$ cat config.mk
export PLATFORM = sky130hd
export DESIGN_NAME = fc1_data_sink
export DESIGN_NICKNAME = d
export VERILOG_FILES = /design/src/rtl/fc1_data_sink.sv
export SDC_FILE = /design/constraint.sdc
export NUM_CORES = 1
export LEC_CHECK = 0
export ABC_AREA = 1
export BUFFER_PORTS_ARGS = -buffer_cell sky130_fd_sc_hd__buf_4
export CAP_MARGIN = 10
export CORE_MARGIN = 10
export CORE_UTILIZATION = 50
export DETAILED_ROUTE_END_ITERATION = 10
export HOLD_SLACK_MARGIN = 0.06
export PLACE_DENSITY = 0.75
export RECOVER_POWER = 100
export SETUP_SLACK_MARGIN = 0.5
export SYNTH_ARGS = -nofsm -noshare
export SYNTH_HDL_FRONTEND = slang
export SYNTH_SLANG_ARGS = --single-unit
$ cat constraint.sdc
create_clock -name clk -period 2.9 [get_ports clk]
set_clock_uncertainty 0.1 [all_clocks]
set_input_delay 0.58 -clock clk [delete_from_list [all_inputs] [get_ports clk]]
set_output_delay 0.58 -clock clk [all_outputs]
set_load 0.01 [all_outputs]
$ cat src/rtl/fc1_data_sink.sv
// fc1_data_sink: captures one fc1 output tensor from a valid/ready stream
// into local RAM and exposes it through a 2-stage registered read port.
module fc1_data_sink #(
  parameter int DATA_IN_TENSOR_SIZE_DIM_0 = 32,
  parameter int DATA_IN_TENSOR_SIZE_DIM_1 = 1,
  parameter int DATA_IN_PRECISION_0       = 16,
  parameter int DATA_IN_PRECISION_1       = 3,
  parameter int DATA_IN_PARALLELISM_DIM_0 = 1,
  parameter int DATA_IN_PARALLELISM_DIM_1 = 1,
  parameter int OUT_DEPTH =
    (DATA_IN_TENSOR_SIZE_DIM_0 * DATA_IN_TENSOR_SIZE_DIM_1) /
    (DATA_IN_PARALLELISM_DIM_0 * DATA_IN_PARALLELISM_DIM_1),
  parameter int READY_STALL_PERIOD = 0,
  parameter int AWIDTH = $clog2(OUT_DEPTH + 1),
  parameter int PAR =
    DATA_IN_PARALLELISM_DIM_0 * DATA_IN_PARALLELISM_DIM_1
) (
  input  logic                           clk,
  input  logic                           rst,
  input  logic [DATA_IN_PRECISION_0-1:0] data_in [PAR],
  input  logic                           data_in_valid,
  output logic                           data_in_ready,
  input  logic                           start,
  output logic                           done,
  output logic                           busy,
  output logic [AWIDTH-1:0]              beat_count,
  output logic [15:0]                    frame_count,
  input  logic                           rd_en,
  input  logic [AWIDTH-1:0]              rd_addr,
  output logic [DATA_IN_PRECISION_0-1:0] rd_data [PAR]
);

  localparam int P  = DATA_IN_PRECISION_0;
  localparam int W  = P * PAR;
  localparam int MW = (OUT_DEPTH > 1) ? $clog2(OUT_DEPTH) : 1;
  localparam bit STALL_EN = READY_STALL_PERIOD > 1;
  localparam int SW =
    (READY_STALL_PERIOD > 2) ? $clog2(READY_STALL_PERIOD) : 1;
  localparam logic [SW-1:0] STALL_LAST =
    STALL_EN ? SW'(READY_STALL_PERIOD - 1) : '0;
  localparam logic [AWIDTH-1:0] LAST_BEAT = AWIDTH'(OUT_DEPTH - 1);
  localparam logic [AWIDTH-1:0] DEPTH_A   = AWIDTH'(OUT_DEPTH);

  // Fractional width is carried for downstream dump tools only.
  if (DATA_IN_PRECISION_1 > DATA_IN_PRECISION_0) begin : g_bad_frac
    $error("fc1_data_sink: fractional bits exceed element width");
  end

  if (OUT_DEPTH < 1) begin : g_bad_depth
    $error("fc1_data_sink: OUT_DEPTH must be at least 1");
  end

  typedef enum logic [1:0] {
    IDLE    = 2'd0,
    CAPTURE = 2'd1,
    FULL    = 2'd2
  } state_e;

  state_e            state_q;
  logic              ready_q;
  logic              done_q;
  logic              busy_q;
  logic [AWIDTH-1:0] beat_q;
  logic [15:0]       frame_q;
  logic [SW-1:0]     stall_q;
  logic [SW-1:0]     stall_nx;
  logic              fire;

  logic [W-1:0] din_packed;
  logic [W-1:0] stage0_q;
  logic [W-1:0] rd_q;
  logic [W-1:0] mem [2**MW];

  always_comb begin
    din_packed = '0;
    for (int j = 0; j < PAR; j++) begin
      din_packed[P*j +: P] = data_in[j];
    end
  end

  always_comb begin
    for (int j = 0; j < PAR; j++) begin
      rd_data[j] = rd_q[P*j +: P];
    end
  end

  assign fire     = data_in_valid & ready_q;
  assign stall_nx = (stall_q == STALL_LAST) ? '0 : stall_q + 1'b1;

  always_ff @(posedge clk) begin
    if (rst) begin
      state_q <= IDLE;
      ready_q <= 1'b0;
      done_q  <= 1'b0;
      busy_q  <= 1'b0;
      beat_q  <= '0;
      frame_q <= '0;
      stall_q <= '0;
    end else begin
      unique case (state_q)
        IDLE, FULL: begin
          if (start) begin
            state_q <= CAPTURE;
            ready_q <= 1'b1;
            done_q  <= 1'b0;
            busy_q  <= 1'b1;
            beat_q  <= '0;
            stall_q <= '0;
          end
        end
        CAPTURE: begin
          stall_q <= stall_nx;
          // ready for the next cycle is decided from the next stall phase
          ready_q <= !(STALL_EN && stall_nx == STALL_LAST);
          if (fire) begin
            beat_q <= beat_q + 1'b1;
            if (beat_q == LAST_BEAT) begin
              state_q <= FULL;
              ready_q <= 1'b0;
              done_q  <= 1'b1;
              busy_q  <= 1'b0;
              frame_q <= frame_q + 1'b1;
            end
          end
        end
        default: begin
          state_q <= IDLE;
          ready_q <= 1'b0;
          done_q  <= 1'b0;
          busy_q  <= 1'b0;
        end
      endcase
    end
  end

  always_ff @(posedge clk) begin
    if (fire) begin
      mem[beat_q[MW-1:0]] <= din_packed;
    end
  end

  // Reads sample the RAM before this edge's write lands.
  always_ff @(posedge clk) begin
    if (rst) begin
      stage0_q <= '0;
      rd_q     <= '0;
    end else if (rd_en) begin
      stage0_q <= (rd_addr < DEPTH_A) ? mem[rd_addr[MW-1:0]] : '0;
      rd_q     <= stage0_q;
    end
  end

  assign data_in_ready = ready_q;
  assign done          = done_q;
  assign busy          = busy_q;
  assign beat_count    = beat_q;
  assign frame_count   = frame_q;

endmodule

==> results.tsv <==
stage	metric	value	unit
route	ant_nets	0	
route	dr.pass1.iters	5	
worst_setup_path	path_class	reg2reg	
worst_setup_path	slowest_stage	clkbuf_1	
worst_setup_path	path_cells	inv_1 > ha_1 > nand2_1 > nor2_1 > clkbuf_1	
pwr	vdd_ir_drop_max	491.3	uV
synth	postSynthAreaPerCell	11.01	um^2
grt	grt_max_degree	142	
final_layout	area.sequential	16540	um^2
grt	met1_usage	26.56	%
timing	fin_crit	2.539	ns
synth	synth_top_cells_by_count	822 x nand2_1, 512 x edfxtp_1, 382 x nand3_1, 81 x nor2_1, 58 x dfxtp_1	
floorplanning	pin_count	68	
synth	ys_top_cells_by_area	edfxtp_1 66%, nand2_1 13%, nand3_1 8.3%	
placement	place_congestion	0.8892	
timing	slew_headroom	-17.36	%
route	drc	0	
floorplanning	dieHeight	235.2	um
worst_setup_path	worstPathRequired	3.03	ns
worst_setup_path	start_kind	register	
route	drt-total-wl	57.68	mm
floorplanning	num_rows	78	
clock_network	cts_resized	0	
worst_setup_path	max_stage_delay	0.88	ns
floorplanning	core	45580	um^2
synth	dominantRegCellSynth	edfxtp_1	
grt	grt_usage	20.16	%
grt	grt_pass1_vias	15454	
synth	ys_ff_latch	570	
synth	yosys.area.top_type_share	66.41	%
timing	rsz0062_at_grt	no	
timing	worstMarginPinSlew	1.760	ns
clock_network	clock_path_buffers	3	
outcome	outcome	finished, violations left	
synth	ys_warn_count	0	
timing	timing.final.crit_share	87.54	%
timing	maxSlewViolCount	426	
timing	fmax	393.9	MHz
route	via_per_inst	5.693	
final_layout	fillers	3671	
worst_setup_path	crit_buf_inv	2	
clock_network	cts_setup_buffers	0	
synth	ys_seq_area_share	71.42	%
floorplanning	dieArea	55310	um^2
grt	antenna_found_initial	1	
synth	async_reset_ff_share	0	%
grt	top_usage_layer	met2	
grt	grt.overflow.total	0	
worst_setup_path	end_kind	register	
final_layout	drive_above_1_share	6.760	%
worst_setup_path	critical_path_arrival	2.67	ns
clock_network	clock_latency	0.63	ns
placement	dpl.hpwl	32.98	mm
synth	synth_edf_count	512	
worst_setup_path	cp_max_fo	16	
route	vias	16055	
grt	grt_util_met2	32.41	%
clock_network	cts.sinks	570	
outcome	violations	max-capacitance violations, max-slew violations	
grt	use_met3	4.115	%
timing	setup_violations	0	
synth	post-synth-top-count-cell	nand2_1	
synth	synthCells	2102	
clock_network	hold_buffers	0	
final_layout	area_growth	11.66	%
pwr	powerDensity	654.5	nW/um^2
route	drt_iter0_drc	1902	
pwr	total_power	16.92	mW
synth	synth.distinct_cells	34	
floorplanning	die_w	235.2	um
synth	netlist_area	23150	um^2
final_layout	nets	2204	
final_layout	multi_input_area	5876	um^2
timing	tns	0	ns
clock_network	cts_tree	built	
synth	yosysTopAreaCell	edfxtp_1	
worst_setup_path	cp_top_family	buffers and inverters	
route	wl_per_cell	20.45	um
timing	hold_viol	0	
clock_network	h-tree-depth	2	
placement	numPortBuffers	67	
clock_network	cts_buffers	56	
clock_network	cts_root_buf	clkbuf_16	
job	drv_cap	13	
worst_hold_path	hold_path_class	in2reg	
synth	synth_nets	2134	
clock_network	cts.clk_slew.worst_paths	0.06	ns
pwr	cellLeakagePower	9.448	nW
grt	grt_pass1_wl	88.64	mm
floorplanning	start_util	50.80	%
==> worst reg2reg max path: cells and delay by family (launching register included) <==
| kind | cells | cell delay (ns) |
|---|---|---|
| and+or+nand+nor | 2 | 0.46 |
| buffers and inverters | 2 | 1.03 |
| DFF | 1 | 0.35 |
| adders and majority gates | 1 | 0.18 |
==> layer usage <==
layer / wire [um] / up-vias
met1: 22590 / 7691
met4: 1861 / 0
met2: 27110 / 875
met3: 6120 / 125
li1: - / 7364
met5: 0 / -
==> report_power, final <==
part	leakage [nW]	total, mW	switching [mW]	internal, mW
combinational	3.51	0.991	0.735	0.256
clock	0.863	6.89	3.08	3.81
sequential	5.08	9.04	0.0353	9.00
total	9.45	16.9	3.85	13.1
==> cell usage in the layout, fill, tap and decap left out, types with 3 or more instances in the layout <==
master / instances
o21ai_0: 24
dfxtp_1: 58
clkbuf_2: 15
nor3_1: 8
buf_12: 11
nor2_2: 3
clkbuf_1: 88
buf_4: 25
clkinv_2: 15
a21oi_1: 32
ha_1: 5
nand3_1: 383
edfxtp_1: 512
nor2_1: 82
inv_1: 27
inv_2: 3
nand2_1: 822
clkinv_1: 14
clkbuf_16: 56
==> state kept, by name, summed over array words and instances (netlist names) <==
signal,flops
beat_count,6
busy,1
data_in_ready,1
done,1
frame_count,16
mem,512
rd_data,16
stage0_q,16
state_q,1
==> path summary, 6_finish.rpt <==
| check | start | end | slack, ns | depth (start not counted) |
|---|---|---|---|---|
| max | beat_count[0]$_SDFFE_PP0P_ | mem[18][13]$_DFFE_PP_ | 0.36 | 5 |
| min | start | done$_SDFFE_PP0P_ | 0.14 | 4 |
| max reg2reg | beat_count[0]$_SDFFE_PP0P_ | mem[18][13]$_DFFE_PP_ | 0.36 | 5 |
| min reg2reg | stage0_q[13]$_SDFFE_PP0P_ | stage0_q[13]$_SDFFE_PP0P_ | 0.37 | 2 |
==> cells by family (layout without fill, tap and decap cells) <==
family / Yosys count / after routing / synth area share, %
other: 0 / 1 / 0
flip-flops: 570 / 570 / 71.42
AND/OR/NAND/NOR: 1307 / 1307 / 23.65
buffers and inverters: 153 / 270 / 3.064
AO/OA/AOI/OAI: 63 / 63 / 1.438
adder cells (fa/ha/maj): 5 / 5 / 0.2702
XOR/XNOR: 4 / 4 / 0.1513
==> per-stage QoR <==
stage                     utilization (%)  hold WS, ns  worst slack, ns  std cells  instance area (um^2)
after CTS                           57.43       0.1190           0.6697       2813                 26170
final                               56.72       0.1377           0.3612       2820                 25850
after global placement              53.58       0.3518           0.4967       2708                 24420
after global routing                56.72       0.1375           0.2798       2820                 25850
after floorplan                         -       0.3447           0.6115       2102                 23150
after detailed placement            53.58       0.3590           0.5053       2708                 24420
==> area by class of cell <==
type	count	area share, %
sequential	570	63.97
multi-input combinational	1379	22.73
clock buffer	69	5.687
timing repair buffer	131	3.088
tap	600	2.904
clock inverter	36	1.094
inverter	34	0.5227
antenna	1	0.009680
(Power assumes the default switching activity.)
